===== src/rtl/aud_pkg.sv =====
// aud_pkg: shared widths and state encoding for the audio record/playback sequencer
package aud_pkg;
  localparam int ADDR_W = 20;
  localparam int DATA_W = 16;
  typedef enum logic [2:0] {
    IDLE       = 3'd0,
    REC        = 3'd1,
    REC_PAUSE  = 3'd2,
    PLAY       = 3'd3,
    PLAY_PAUSE = 3'd4
  } aud_state_e;
endpackage


===== src/rtl/aud_seq_ctrl_if.sv =====
// aud_seq_ctrl_if: recorder write request, DSP read address and shared SRAM port
//   rec_addr/rec_data/rec_we : recorder write request into the sequencer
//   dsp_addr                 : DSP current read address
//   sram_*                   : shared SRAM port driven by the sequencer
//   master = sequencer side, slave = recorder/DSP/SRAM side
interface aud_seq_ctrl_if;
  import aud_pkg::*;
  logic [ADDR_W-1:0] rec_addr;
  logic [DATA_W-1:0] rec_data;
  logic              rec_we;
  logic [ADDR_W-1:0] dsp_addr;
  logic [ADDR_W-1:0] sram_addr;
  logic [DATA_W-1:0] sram_wdata;
  logic              sram_we_n;
  logic              sram_oe_n;
  modport master (input rec_addr, rec_data, rec_we, dsp_addr,
                  output sram_addr, sram_wdata, sram_we_n, sram_oe_n);
  modport slave  (output rec_addr, rec_data, rec_we, dsp_addr,
                  input sram_addr, sram_wdata, sram_we_n, sram_oe_n);
endinterface


===== src/rtl/aud_sram_mux.sv =====
// aud_sram_mux: steers the shared SRAM port from the registered sequencer state
//   i_state                        : registered sequencer state
//   i_rec_addr/i_rec_data/i_rec_we : recorder write request
//   i_dsp_addr                     : DSP read address
//   o_sram_*                       : SRAM address, write data, active-low write/output enables
module aud_sram_mux
  import aud_pkg::*;
(
  input  logic [2:0]        i_state,
  input  logic [ADDR_W-1:0] i_rec_addr,
  input  logic [DATA_W-1:0] i_rec_data,
  input  logic              i_rec_we,
  input  logic [ADDR_W-1:0] i_dsp_addr,
  output logic [ADDR_W-1:0] o_sram_addr,
  output logic [DATA_W-1:0] o_sram_wdata,
  output logic              o_sram_we_n,
  output logic              o_sram_oe_n
);
  logic rec, rec_any, play_any;
  assign rec      = i_state == REC;
  assign rec_any  = rec || i_state == REC_PAUSE;
  assign play_any = i_state == PLAY || i_state == PLAY_PAUSE;
  // write enable only in REC and output enable only in playback, so they can never overlap
  always_comb begin
    o_sram_addr  = rec_any ? i_rec_addr : play_any ? i_dsp_addr : '0;
    o_sram_wdata = rec ? i_rec_data : '0;
    o_sram_we_n  = ~(rec & i_rec_we);
    o_sram_oe_n  = ~play_any;
  end
endmodule


===== src/rtl/aud_seq_ctrl.sv =====
// aud_seq_ctrl: key-driven record/playback sequencer with registered command pulses
//   i_clk, i_rst_n           : clock, asynchronous active-low reset
//   i_key_*                  : one-cycle key pulses (priority stop > pause > play > rec)
//   o_rec_*                  : one-cycle recorder commands
//   o_dsp_*                  : one-cycle playback DSP commands
//   o_end_addr               : last written address of the current recording
//   o_state                  : current state encoding
//   bus                      : recorder request, DSP address and shared SRAM port
module aud_seq_ctrl
  import aud_pkg::*;
(
  input  logic              i_clk,
  input  logic              i_rst_n,
  input  logic              i_key_rec,
  input  logic              i_key_play,
  input  logic              i_key_pause,
  input  logic              i_key_stop,
  output logic              o_rec_start,
  output logic              o_rec_pause,
  output logic              o_rec_stop,
  output logic              o_dsp_start,
  output logic              o_dsp_pause,
  output logic              o_dsp_stop,
  output logic [ADDR_W-1:0] o_end_addr,
  output logic [2:0]        o_state,
  aud_seq_ctrl_if.master    bus
);
  localparam logic [2:0] S_IDLE  = IDLE;
  localparam logic [2:0] S_REC   = REC;
  localparam logic [2:0] S_RPAU  = REC_PAUSE;
  localparam logic [2:0] S_PLAY  = PLAY;
  localparam logic [2:0] S_PPAU  = PLAY_PAUSE;
  logic [2:0]        state_q, state_d;
  logic [ADDR_W-1:0] end_q, end_d;
  logic [5:0]        cmd_q, cmd_d;
  logic              stop_k, pause_k, play_k, rec_k, wr, full, eor;
  // only the highest-priority key of a cycle is acted upon
  assign stop_k  = i_key_stop;
  assign pause_k = i_key_pause & ~i_key_stop;
  assign play_k  = i_key_play & ~i_key_pause & ~i_key_stop;
  assign rec_k   = i_key_rec & ~i_key_play & ~i_key_pause & ~i_key_stop;
  assign wr   = state_q == S_REC && bus.rec_we;
  assign full = wr && &bus.rec_addr;
  assign eor  = state_q == S_PLAY && bus.dsp_addr >= end_q;
  // cmd bits: {dsp_stop, dsp_pause, dsp_start, rec_stop, rec_pause, rec_start}
  always_comb begin
    state_d = state_q;
    end_d   = wr ? bus.rec_addr : end_q;
    cmd_d   = '0;
    case (state_q)
      S_IDLE: if (rec_k) begin
        state_d = S_REC;
        end_d   = '0;
        cmd_d   = 6'b000001;
      end else if (play_k && end_q != '0) begin
        state_d = S_PLAY;
        cmd_d   = 6'b001000;
      end
      S_REC: if (stop_k || full) begin
        state_d = S_IDLE;
        cmd_d   = 6'b000100;
      end else if (pause_k) begin
        state_d = S_RPAU;
        cmd_d   = 6'b000010;
      end
      S_RPAU: if (stop_k) begin
        state_d = S_IDLE;
        cmd_d   = 6'b000100;
      end else if (pause_k) begin
        state_d = S_REC;
        cmd_d   = 6'b000001;
      end
      S_PLAY: if (stop_k || eor) begin
        state_d = S_IDLE;
        cmd_d   = 6'b100000;
      end else if (pause_k) begin
        state_d = S_PPAU;
        cmd_d   = 6'b010000;
      end
      S_PPAU: if (stop_k) begin
        state_d = S_IDLE;
        cmd_d   = 6'b100000;
      end else if (pause_k) begin
        state_d = S_PLAY;
        cmd_d   = 6'b001000;
      end
      default: state_d = S_IDLE;
    endcase
  end
  always_ff @(posedge i_clk or negedge i_rst_n)
    if (!i_rst_n) begin
      state_q <= S_IDLE;
      end_q   <= '0;
      cmd_q   <= '0;
    end else begin
      state_q <= state_d;
      end_q   <= end_d;
      cmd_q   <= cmd_d;
    end
  assign {o_dsp_stop, o_dsp_pause, o_dsp_start, o_rec_stop, o_rec_pause, o_rec_start} = cmd_q;
  assign o_end_addr = end_q;
  assign o_state    = state_q;
  aud_sram_mux u_mux (
    .i_state     (state_q),
    .i_rec_addr  (bus.rec_addr),
    .i_rec_data  (bus.rec_data),
    .i_rec_we    (bus.rec_we),
    .i_dsp_addr  (bus.dsp_addr),
    .o_sram_addr (bus.sram_addr),
    .o_sram_wdata(bus.sram_wdata),
    .o_sram_we_n (bus.sram_we_n),
    .o_sram_oe_n (bus.sram_oe_n)
  );
endmodule


===== src/flat_wrapper.sv =====
// flat-port wrapper written by rule: the top's interface ports become plain ports
module aud_seq_ctrl_flat import aud_pkg::*;
  (i_clk, i_rst_n, i_key_rec, i_key_play, i_key_pause, i_key_stop, o_rec_start, o_rec_pause, o_rec_stop, o_dsp_start, o_dsp_pause, o_dsp_stop, o_end_addr, o_state, bus_rec_addr, bus_rec_data, bus_rec_we, bus_dsp_addr, bus_sram_addr, bus_sram_wdata, bus_sram_we_n, bus_sram_oe_n);
  aud_seq_ctrl_if bus_i ();
  input  logic i_clk;
  input  logic i_rst_n;
  input  logic i_key_rec;
  input  logic i_key_play;
  input  logic i_key_pause;
  input  logic i_key_stop;
  output logic o_rec_start;
  output logic o_rec_pause;
  output logic o_rec_stop;
  output logic o_dsp_start;
  output logic o_dsp_pause;
  output logic o_dsp_stop;
  output logic [ADDR_W-1:0] o_end_addr;
  output logic [2:0] o_state;
  input wire logic [$bits(bus_i.rec_addr)-1:0] bus_rec_addr;
  input wire logic [$bits(bus_i.rec_data)-1:0] bus_rec_data;
  input wire logic [$bits(bus_i.rec_we)-1:0] bus_rec_we;
  input wire logic [$bits(bus_i.dsp_addr)-1:0] bus_dsp_addr;
  output wire logic [$bits(bus_i.sram_addr)-1:0] bus_sram_addr;
  output wire logic [$bits(bus_i.sram_wdata)-1:0] bus_sram_wdata;
  output wire logic [$bits(bus_i.sram_we_n)-1:0] bus_sram_we_n;
  output wire logic [$bits(bus_i.sram_oe_n)-1:0] bus_sram_oe_n;
  assign bus_i.rec_addr = bus_rec_addr;
  assign bus_i.rec_data = bus_rec_data;
  assign bus_i.rec_we = bus_rec_we;
  assign bus_i.dsp_addr = bus_dsp_addr;
  assign bus_sram_addr = bus_i.sram_addr;
  assign bus_sram_wdata = bus_i.sram_wdata;
  assign bus_sram_we_n = bus_i.sram_we_n;
  assign bus_sram_oe_n = bus_i.sram_oe_n;
  aud_seq_ctrl u_core (.i_clk(i_clk), .i_rst_n(i_rst_n), .i_key_rec(i_key_rec), .i_key_play(i_key_play), .i_key_pause(i_key_pause), .i_key_stop(i_key_stop), .o_rec_start(o_rec_start), .o_rec_pause(o_rec_pause), .o_rec_stop(o_rec_stop), .o_dsp_start(o_dsp_start), .o_dsp_pause(o_dsp_pause), .o_dsp_stop(o_dsp_stop), .o_end_addr(o_end_addr), .o_state(o_state), .bus(bus_i));
endmodule

===== config.mk =====
export PLATFORM = sky130hd
export DESIGN_NAME = aud_seq_ctrl_flat
export DESIGN_NICKNAME = d
export VERILOG_FILES = /design/src/rtl/aud_pkg.sv /design/src/rtl/aud_seq_ctrl_if.sv /design/src/rtl/aud_sram_mux.sv /design/src/rtl/aud_seq_ctrl.sv /design/src/flat_wrapper.sv
export SDC_FILE = /design/constraint.sdc
export NUM_CORES = 1
export LEC_CHECK = 0
export BUFFER_PORTS_ARGS = -buffer_cell sky130_fd_sc_hd__buf_4
export CORE_ASPECT_RATIO = 1.4
export CORE_MARGIN = 4
export CORE_UTILIZATION = 44
export DETAILED_ROUTE_END_ITERATION = 16
export PLACE_DENSITY = 0.86
export SYNTH_ARGS = -nofsm -noshare
export SYNTH_HDL_FRONTEND = slang
export SYNTH_HIERARCHICAL = 1
export SYNTH_SLANG_ARGS = --single-unit

===== constraint.sdc =====
create_clock -name i_clk -period 2.2 [get_ports i_clk]
set_clock_uncertainty 0.2 [all_clocks]
set_input_delay 0.33 -clock i_clk [delete_from_list [all_inputs] [get_ports i_clk]]
set_output_delay 0.33 -clock i_clk [all_outputs]
set_load 0.02 [all_outputs]

==> metrics.txt, run 1 <==
outcome=finished, violations left; failing checks=setup timing; gpl congestion=0.926; fin util=0.696; clock share of power=0.098; first-pass GRT wire length=17000 um; Max transition margin=0.736; Peak supply drop=between 800 and 900 uV; TritonRoute pass-1 iters=5; PD cells=between 1000 and 1500 nW/um^2; crit path DAT=between 2 and 2.5 ns; Post-synth ARST share=1.00; CTS tree=done; most frequent cell after synthesis=nand2_1; Pint=between 0.003 and 0.004 W; Final period util=1.01; Total Power=0.00582 W; PortBufs=129; Area growth syn-to-layout=53.2%; Clock Root Buffer=clkbuf_8; reg2reg end=u_core/o_state[0]; antenna violations before repair=0; leak pwr=2.15 nW; Yosys top cell area share=0.242; Comb pwr share=0.750; initial drt markers=approximately 290; full die area=8230 um^2; Post-synth EDFFs=0; crit path from=u_core/o_end_addr[19]; CP endpoint kind=register; Slew Limit Fails=0; Flop pwr share=0.152; main combinational cell family by area after synthesis=simple AND/OR/NAND/NOR gates; # IOs=130; DIE HEIGHT=106 um; TritonCTS Buffers=5; Net Sw Frac=0.458; synth unique cells=between 40 and 50; setup TNS=-0.0609 ns; WL per Instance=18.5 um; ANT cells=0; fin worst setup slack=-0.0240 ns; Synth Area in Compound Gates=0.170; via count=3582; Simple-Gate Fraction of Synth Area=0.353; XOR/XNOR Fraction of Synth Area=0; unrepaired setup endpoints after global routing=yes; DRC Markers=0; Setup crit end=u_core/o_state[0]; Worst Reg-to-Reg Cells=8; Seq/Total Area, Yosys=0.242; mux contribution to synthesized area=0.0667; share of layout cells above drive strength 1=0.418; core box area=6610 um^2; nets=592; CTS Sinks=29; post-synth top area cell=dfrtp_1; worst skew pair latency=~0.28 ns; commonest cells in the synthesized netlist=nand2_1, nand4bb_1, dfrtp_1, a21oi_1, inv_1; sw power=0.00266 W; Area contributors post-synth=dfrtp_1, nand4bb_1, ha_1; WP data required=2.17 ns; Syn Nets=about 440; largest net degree at the start of global routing=52; Routed Antenna Nets=0; CTS clock-pin slew for the worst setup and hold paths=0.06 ns; reg2reg setup slack=-0.02 ns; initial core utilization=0.454; chip width=77.8 um; RR Startpoint=u_core/o_end_addr[19]; Tightest Pin Transition=0.390 ns; htree depth=2; startpoint types=register; Seq cells post-synth=29; detailed placement HPWL=8100 um; CP max FO=3; Hold Vio Cnt, Final=0; FMAX=450 MHz; clock buffer depth=2; Synth Area in Adders=0.0833; final WL=roughly 11000 um; remaining global-route overflow=0; Site Rows=35; Vias per Instance=5.95; post-synthesis cell count=353; GR Util All Layers=0.257; Setup Viol. Count Final=3; Synth Area per Inst=8.51 um^2; Max Cap Violations=0; Hold Path Class=input port to register; vias in the first global route=3435; synthesized area=3000 um^2; synth warn=6; Final min period=2.22 ns; prevailing post-synth register cell=dfrtp_1; class of the most critical setup path=register to register
## worst min-delay path by stage
stage | startpoint | end | depth (start not counted)
finish | bus_rec_addr[7] | u_core/o_end_addr[7] | 3
global route | bus_rec_addr[7] | u_core/o_end_addr[7] | 3
CTS | bus_rec_addr[7] | u_core/o_end_addr[7] | 3
detailed placement | i_rst_n | u_core/o_end_addr[6] | 1
global placement | i_rst_n | u_core/cmd_q[0] | 1
floorplan | i_rst_n | u_core/cmd_q[0] | 0
## sequential cells by signal (all words and copies together) (netlist names)
register / count
u_core/o_state: 3
u_core/o_end_addr: 20
u_core/cmd_q: 6
## worst max-delay path: stages, from the launching register on
cell	delay (ns)
dfrtp_2	0.37
inv_1	0.05
ha_1	0.29
and4_4	0.25
nand3_4	0.09
o41ai_4	0.28
buf_4	0.20
nor3_2	0.05
a221o_1	0.34
## kinds of logic after synthesis
| logic type | Yosys count |
|---|---|
| compound gates | 75 |
| fa+ha+maj | 20 |
| buf+inv | 51 |
| flops | 29 |
| mux | 20 |
| simple gates | 158 |
## metrics by stage
stage | worst slack, ns | hold WS [ns] | std cells | cell area, um^2
after floorplan | 0.0112 | -0.166 | 353 | 3020
after CTS | 0.00332 | 0.109 | 597 | 4450
final | -0.0240 | 0.118 | 602 | 4600
after global routing | -0.0988 | 0.115 | 602 | 4600
after detailed placement | -0.134 | 0.0712 | 586 | 4250
after global placement | -0.102 | 0.0681 | 586 | 4250
## what timing repair did
action                                  CTS  global route
buffers inserted                          1             4
gates cloned                              1             1
hold endpoints to repair                 29             0
resized for setup                         8            24
pin swaps                                 2             9
endpoints found under the setup margin   34            29
hold buffers                              1             0
## power by group through the flow
stage                     clock [W]  combinational, W  sequential (W)
after floorplan                   0           0.00216         0.00118
after detailed placement          0           0.00396        0.000877
after CTS                  0.000578           0.00414        0.000870
final                      0.000567           0.00436        0.000887
after global routing       0.000601           0.00464        0.000910
after global placement            0           0.00388        0.000863
## area by class of cell
cell class	count	area (um^2)
fill	501	2010
timing repair buffer	176	1420
sequential	29	736
clock buffer	7	86.3
multi-input combinational	273	2120
tap	92	115
inverter	24	90.1
clock inverter	1	30.0
## per-layer routing
metal | GRT usage | vias to the layer above | part of all wire
li1 | - | 1612 | -
met1 | 0.287 | 1731 | 0.37
met2 | 0.474 | 202 | 0.53
met3 | 0.0487 | 37 | 0.079
met4 | 0.0916 | 0 | 0.029
met5 | 0 | - | 0
## layout by cell type (no fill, tap or decap), types with 2 or more instances in the layout
cell,instances
a211o_1,2
a211oi_2,2
a21oi_1,26
a21oi_2,2
a22o_1,2
and2_1,17
and3_1,2
buf_12,2
buf_16,2
buf_4,166
buf_6,4
clkbuf_8,6
dfrtp_1,21
dfrtp_2,8
ha_1,19
inv_1,24
mux2i_1,20
nand2_1,50
nand2b_1,2
nand3_1,3
nand4_1,5
nand4bb_1,40
nor2_1,15
nor2b_1,3
nor3_1,2
nor4_1,6
o211ai_1,19
o211ai_2,4
o21ai_0,3
o21ai_1,3
or2_2,2
No activity file was read; power rests on OpenSTA's default activity.
==> run 2: changes to the inputs <==
--- a/config.mk
+++ b/config.mk
@@ -6,12 +6,15 @@
 export NUM_CORES = 1
 export LEC_CHECK = 0
 export BUFFER_PORTS_ARGS = -buffer_cell sky130_fd_sc_hd__buf_4
+export CAP_MARGIN = 20
 export CORE_ASPECT_RATIO = 1.4
 export CORE_MARGIN = 4
-export CORE_UTILIZATION = 44
+export CORE_UTILIZATION = 45
+export CTS_BUF_LIST = sky130_fd_sc_hd__clkbuf_2 sky130_fd_sc_hd__clkbuf_4 sky130_fd_sc_hd__clkbuf_8
 export DETAILED_ROUTE_END_ITERATION = 16
-export PLACE_DENSITY = 0.86
+export PLACE_DENSITY = 0.87
 export SYNTH_ARGS = -nofsm -noshare
 export SYNTH_HDL_FRONTEND = slang
 export SYNTH_HIERARCHICAL = 1
 export SYNTH_SLANG_ARGS = --single-unit
+export TNS_END_PERCENT = 5
==> run 2 against run 1 <==
Net effect:
- the run still ends with setup timing left
- sequential share of layout area down 0.28 points
- core utilization is 2.1 points higher
- routed wire length grew 0.26%
- largest power group unchanged
- sequential power rose by 0.6%
- global-route usage decreased by 0.97 points
==> metrics.txt, run 2 (synthesis gave the netlist of run 1 again) <==
via count=3443 (-3.9%); failing checks=setup timing; fin worst setup slack=-0.0522 ns (-0.0283 ns); initial core utilization=0.460 (+0.00610); CP endpoint kind=register; outcome=finished, violations left; clock buffer depth=2 (unchanged); Final min period=2.25 ns (+0.0283 ns); ANT cells=0 (unchanged); Tightest Pin Transition=0.427 ns (+0.0364 ns); crit path DAT=2.27 ns (+0.08 ns); # IOs=130 (unchanged); Max Cap Violations=0 (unchanged); PortBufs=129 (unchanged); critical path, cell by cell=inv_1 > ha_4 > a21oi_1 > nor2b_1 > o21ai_2 > o211ai_1 > buf_4 > nor4_4 > buf_4 > a41o_1; largest net degree at the start of global routing=64 (+23%); Filler cells=479 (-4.4%); GR Util All Layers=0.247 (-0.00974); TritonCTS Buffers=5 (unchanged); FMAX=444 MHz (-1.3%); most frequent cells in the layout=buf_4, nand2_1, nand4bb_1, a21oi_1, dfrtp_1; WL per Instance=19.2 um (+4.1%); CP max FO=3 (unchanged); Buf+Inv Stages, Crit Path=3 (+1); met2 Track Usage GR=0.441 (-0.0323); core box area=6530 um^2 (-1.3%); Worst Reg-to-Reg Cells=10 (+2); Pint=0.00317 W (+0.55%); Max transition margin=0.714 (-0.0218); Setup Viol. Count Final=2 (-1); reg2reg end=u_core/o_state[2]; sw power=0.00270 W (+1.6%); startpoint types=register; GR met3 Demand/Resource=0.0362 (-0.0125); dpl ws=-0.131 ns (+0.00325 ns); worst skew pair latency=0.28 ns (about the same); Total Power=0.00588 W (+1.0%); leak pwr=2.16 nW (+0.28%); WHS Endpoint=u_core/o_end_addr[6]; worst hold stages=3 (unchanged); chip width=77.0 um (-1.0%); Top delay family on crit path=compound AO/OA/AOI/OAI gates; Routed Antenna Nets=0 (unchanged); share of layout cells above drive strength 1=0.449 (+0.0310); vias in the first global route=3290 (-4.2%); reg2reg setup slack=-0.05 ns (-0.03 ns); CTS clock-pin slew for the worst setup and hold paths=0.06 ns (about the same); hold_sp=bus_rec_addr[6]; Hold Path Class=input port to register; RR Startpoint=u_core/o_end_addr[17]; fin util=0.716 (+0.0207); Hold Vio Cnt, Final=0 (unchanged); antenna violations before repair=0 (unchanged); TritonRoute pass-1 iters=5 (unchanged); PD cells=1260 nW/um^2 (-0.57%); initial drt markers=273 (-4.2%); commonest non-fill, non-tap cell in the layout=buf_4; DIE HEIGHT=105 um (-1.0%); first-pass GRT wire length=16300 um (-4.4%); Final period util=1.02 (+0.0129); htree depth=2 (unchanged); Slowest cell on crit path=dfrtp_2; DRC Markers=0 (unchanged); CTS tree=done; Slew Limit Fails=0 (unchanged); final WL=11200 um (+0.26%); Clock Root Buffer=clkbuf_8; unrepaired setup endpoints after global routing=yes; Site Rows=35 (unchanged); remaining global-route overflow=0 (unchanged); CTS Sinks=29 (unchanged); Peak supply drop=870 uV (+6.6%); GRT busiest layer=met2; clock share of power=0.081 (-0.017); CP dominant cell by count=buf_4; class of the most critical setup path=register to register; crit-path max cell delay=0.40 ns (+0.03 ns); Vias per Instance=5.94 (-0.23%); Flop pwr share=0.152 (about the same); Area growth syn-to-layout=55.6%; nets=588 (-0.68%); WP data required=2.21 ns (+0.04 ns); detailed placement HPWL=7920 um (-2.2%); max reg flops=20 (unchanged); full die area=8060 um^2 (-2.0%); Net Sw Frac=0.460 (+0.00254); gpl congestion=0.936 (+1.1%); Comb pwr share=0.767 (+0.017); met1 GRT Util=0.292 (+0.00505)
==> run 2: cell count changes in the layout (fill, tap and decap cells not counted), sizes merged <==
cell    delta
buf        -5
bufinv     -1
clkbuf     +1
clkinv     +1
==> run 2: routing by layer <==
metal  vias up  share of wire
li1       1605              -
met1      1617           0.38
met2       185           0.52
met3        36          0.061
met4         0          0.039
met5         -              0
==> run 2: worst min-delay path, delay by kind of cell <==
family	cells	cell delay [ns]
buf+inv	1	0.12
compound gates	1	0.05
simple gates	1	0.05
==> run 2: through the flow <==
stage	hold slack [ns]	area [um^2]	setup TNS [ns]	instances
after global routing	0.119	4670	-0.698	580
final	0.120	4670	-0.0614	580
after floorplan	-0.166	3020	0	353
after detailed placement	0.0745	4200	-0.241	565
after CTS	0.112	4420	-0.280	575
after global placement	0.0744	4200	-0.170	565
==> run 2: area by class of cell <==
type	count	area (um^2)	share of cell area
Clock inverter	1	5.00	0.00107
Tap cell	74	92.6	0.0198
Sequential cell	29	734	0.157
Multi-Input combinational cell	273	2210	0.473
Inverter	24	90.1	0.0193
Timing Repair Buffer	172	1440	0.309
Clock buffer	7	96.3	0.0206
==> run 2: worst max-delay path by stage <==
stage / slack [ns] / cells past startpoint / start / endpoint
5_1_grt: -0.09 / 7 / u_core/o_end_addr[17] / u_core/o_state[0]
2_1_floorplan: 0.01 / 7 / u_core/o_end_addr[13] / u_core/o_state[0]
4_1_cts: -0.04 / 5 / u_core/o_state[0] / bus_sram_wdata[11]
3_5_place_dp: -0.13 / 7 / bus_dsp_addr[17] / u_core/o_state[0]
6_report: -0.05 / 10 / u_core/o_end_addr[17] / u_core/o_state[2]
3_3_place_gp: -0.10 / 7 / bus_dsp_addr[17] / u_core/o_state[0]
==> run 2: what timing repair did <==
item	CTS	global route
endpoints found under the hold margin	29	0
setup buffers	1	3
gates resized for setup	21	40
cloned	0	2
hold buffers	1	0
endpoints found under the setup margin	38	34
pin swaps	1	26
==> run 2: power by group through the flow <==
stage / clock, W / combinational [W] / sequential (W)
global placement: 0 / 0.00385 / 0.000861
detailed placement: 0 / 0.00394 / 0.000874
finish: 0.000478 / 0.00451 / 0.000892
CTS: 0.000492 / 0.00410 / 0.000868
floorplan: 0 / 0.00216 / 0.00118
global route: 0.000515 / 0.00480 / 0.000910
==> run 3: changes to the inputs <==
--- a/config.mk
+++ b/config.mk
@@ -5,11 +5,12 @@
 export SDC_FILE = /design/constraint.sdc
 export NUM_CORES = 1
 export LEC_CHECK = 0
+export ABC_AREA = 1
 export BUFFER_PORTS_ARGS = -buffer_cell sky130_fd_sc_hd__buf_4
 export CAP_MARGIN = 20
-export CORE_ASPECT_RATIO = 1.4
+export CORE_ASPECT_RATIO = 1.75
 export CORE_MARGIN = 4
-export CORE_UTILIZATION = 45
+export CORE_UTILIZATION = 42
 export CTS_BUF_LIST = sky130_fd_sc_hd__clkbuf_2 sky130_fd_sc_hd__clkbuf_4 sky130_fd_sc_hd__clkbuf_8
 export DETAILED_ROUTE_END_ITERATION = 16
 export PLACE_DENSITY = 0.87
==> run 3 against run 2 <==
Net effect:
- the flow now finishes without violations
- sequential power is 5.7% higher
- cell area is 22% lower
- first-iteration DRC count is 60% lower
- synthesized area is 21% lower
- core utilization is 6.2 points lower
- global-route usage is 1.3 points lower
- sequential share of layout area is 4.4 points higher
- routed wire length is 24% lower
- critical endpoint is now bus_sram_wdata[4]
- largest cell class unchanged
- largest power group unchanged
==> metrics.txt, run 3 <==
GRT busiest layer=met2; Area contributors post-synth=dfrtp_1, nand2_1, ha_1; WP data required=1.67 ns (-0.54 ns); Filler cells=482 (+0.63%); first-pass GRT wire length=12900 um (-21%); most frequent cell after synthesis=nand2_1; Hold Vio Cnt, Final=0 (unchanged); startpoint types=register; synth warn=6 (unchanged); CTS tree=done; WHS Endpoint=u_core/cmd_q[0]; leak pwr=2.10 nW (-2.6%); Seq/Total Area, Yosys=0.305 (+0.0638); dpl ws=0.0951 ns (+0.226 ns); Syn Nets=443 (+1.6%); TritonCTS Buffers=5 (unchanged); DRC Markers=0 (unchanged); CP max FO=22 (+19); Routed Antenna Nets=0 (unchanged); largest net degree at the start of global routing=40 (-38%); # IOs=130 (unchanged); full die area=6970 um^2 (-14%); Post-synth EDFFs=0 (unchanged); Post-synth ARST share=1.00 (unchanged); commonest non-fill, non-tap cell in the layout=buf_4; max reg flops=20 (unchanged); CP endpoint kind=primary output; reg2reg end=u_core/o_state[1]; synth unique cells=24 (-45%); Total Power=0.00478 W (-19%); fin util=0.654 (-0.0620); synthesized area=2380 um^2 (-21%); Peak supply drop=882 uV (+1.4%); final WL=8450 um (-24%); nets=579 (-1.5%); Clock Root Buffer=clkbuf_8; hold_sp=i_key_pause; htree depth=2 (unchanged); fin worst setup slack=0.0955 ns (+0.148 ns); share of layout cells above drive strength 1=0.335 (-0.114); setup TNS=0 ns (+0.0614 ns); Hold Worst Slack=0.137 ns (+0.0172 ns); FMAX=475 MHz (+7.0%); Yosys top cell area share=0.305 (+0.0638); ANT cells=0 (unchanged); outcome=completed; remaining global-route overflow=0 (unchanged); DIE HEIGHT=108 um (+2.7%); met2 Track Usage GR=0.462 (+0.0209); Area growth syn-to-layout=52.6%; GR Util All Layers=0.234 (-0.0126); Final period util=0.957 (-0.0672); clock buffer depth=2 (unchanged); Vias per Instance=5.12 (-14%); Worst Reg-to-Reg Cells=14 (+4); initial drt markers=109 (-60%); Tightest Pin Transition=0.628 ns (+0.201 ns); CTS Sinks=29 (unchanged); PortBufs=129 (unchanged); Site Rows=36 (+2.9%); RR Startpoint=u_core/o_end_addr[19]; vias in the first global route=2876 (-13%); class of the most critical setup path=register to primary output; crit path DAT=1.57 ns (-0.70 ns); core box area=5540 um^2 (-15%); Setup Viol. Count Final=0 (-2); crit path from=u_core/o_state[2]; GR met3 Demand/Resource=0.0303 (-0.00590); Final min period=2.10 ns (-0.148 ns); PD cells=1320 nW/um^2 (+4.9%); WL per Instance=14.8 um (-23%); CTS clock-pin slew for the worst setup and hold paths=0.06 ns (about the same); gpl congestion=0.971 (+3.7%); unrepaired setup endpoints after global routing=yes; detailed placement HPWL=6740 um (-15%); worst skew pair latency=0.28 ns (about the same); worst hold stages=3 (unchanged); Hold Path Class=input port to register; commonest cells in the synthesized netlist=nand2_1, inv_1, nor2_1, nand3_1; prevailing post-synth register cell=dfrtp_1; antenna violations before repair=0 (unchanged); reg2reg setup slack=0.13 ns (+0.18 ns); TritonRoute pass-1 iters=4 (-1); initial core utilization=0.429 (-0.0313); most frequent cells in the layout=buf_4, nand2_1, inv_1, nor2_1, nand3_1; post-synthesis cell count=360 (+2.0%); Slew Limit Fails=0 (unchanged); via count=2929 (-15%); chip width=64.9 um (-16%); Max transition margin=0.580 (-0.134); met1 GRT Util=0.233 (-0.0584); Synth Area per Inst=6.60 um^2 (-22%); post-synth top area cell=dfrtp_1; Seq cells post-synth=29 (unchanged); Max Cap Violations=0 (unchanged)
-- run 3: cell families (layout without fill, tap and decap cells) --
kind of cell	after synthesis	after routing	share of synthesized area
fa+ha+maj	20	20	0.105
compound gates	53	53	0.116
flops	29	29	0.305
buf+inv	83	219	0.136
simple gates	175	175	0.337
-- run 3: repair_timing --
| action | in CTS | in global routing |
|---|---|---|
| pin swaps | 0 | 3 |
| hold endpoints to repair | 29 | 0 |
| gates resized for setup | 0 | 13 |
| setup endpoints to repair | 31 | 40 |
| hold buffers | 1 | 0 |
| setup buffers | 0 | 4 |
-- run 3: worst max-delay path: stages, from the launching register on --
cell,delay [ns]
dfrtp_2,0.48
inv_2,0.11
buf_12,0.17
nand3_1,0.09
buf_4,0.19
nor2_1,0.11
buf_4,0.15
-- run 3: routing by layer --
layer	share of wire	up-vias
met4	0.031	0
li1	-	1454
met3	0.065	21
met1	0.36	1334
met5	0	-
met2	0.55	120
-- run 3: metrics by stage --
step                cells  area (um^2)
floorplan             360         2380
CTS                   568         3570
global placement      560         3470
global route          572         3620
detailed placement    560         3470
finish                572         3620
-- run 3: worst max-delay path by stage --
| stage | depth (start not counted) | endpoint | slack (ns) |
|---|---|---|---|
| after floorplan | 14 | u_core/o_state[0] | 0.17 |
| after global placement | 14 | u_core/o_state[1] | 0.15 |
| after detailed placement | 14 | u_core/o_state[1] | 0.1 |
| after CTS | 6 | bus_sram_wdata[12] | -0.05 |
| after global routing | 14 | u_core/o_state[1] | -0.06 |
| final | 6 | bus_sram_wdata[4] | 0.1 |
-- run 3: final cells by class --
class	instances	area (um^2)	area share
Inverter	66	248	0.0683
Tap cell	76	95.1	0.0262
Multi-Input combinational cell	248	1340	0.370
Sequential cell	29	728	0.201
Timing Repair Buffer	146	1120	0.310
Clock buffer	7	90.1	0.0249
-- run 3: power breakdown --
part           total, W  switching (W)  internal [W]  leakage (nW)
sequential     0.000943       0.000181      0.000762         0.342
clock          0.000454       0.000194      0.000260        0.0477
combinational   0.00338        0.00201       0.00137          1.71
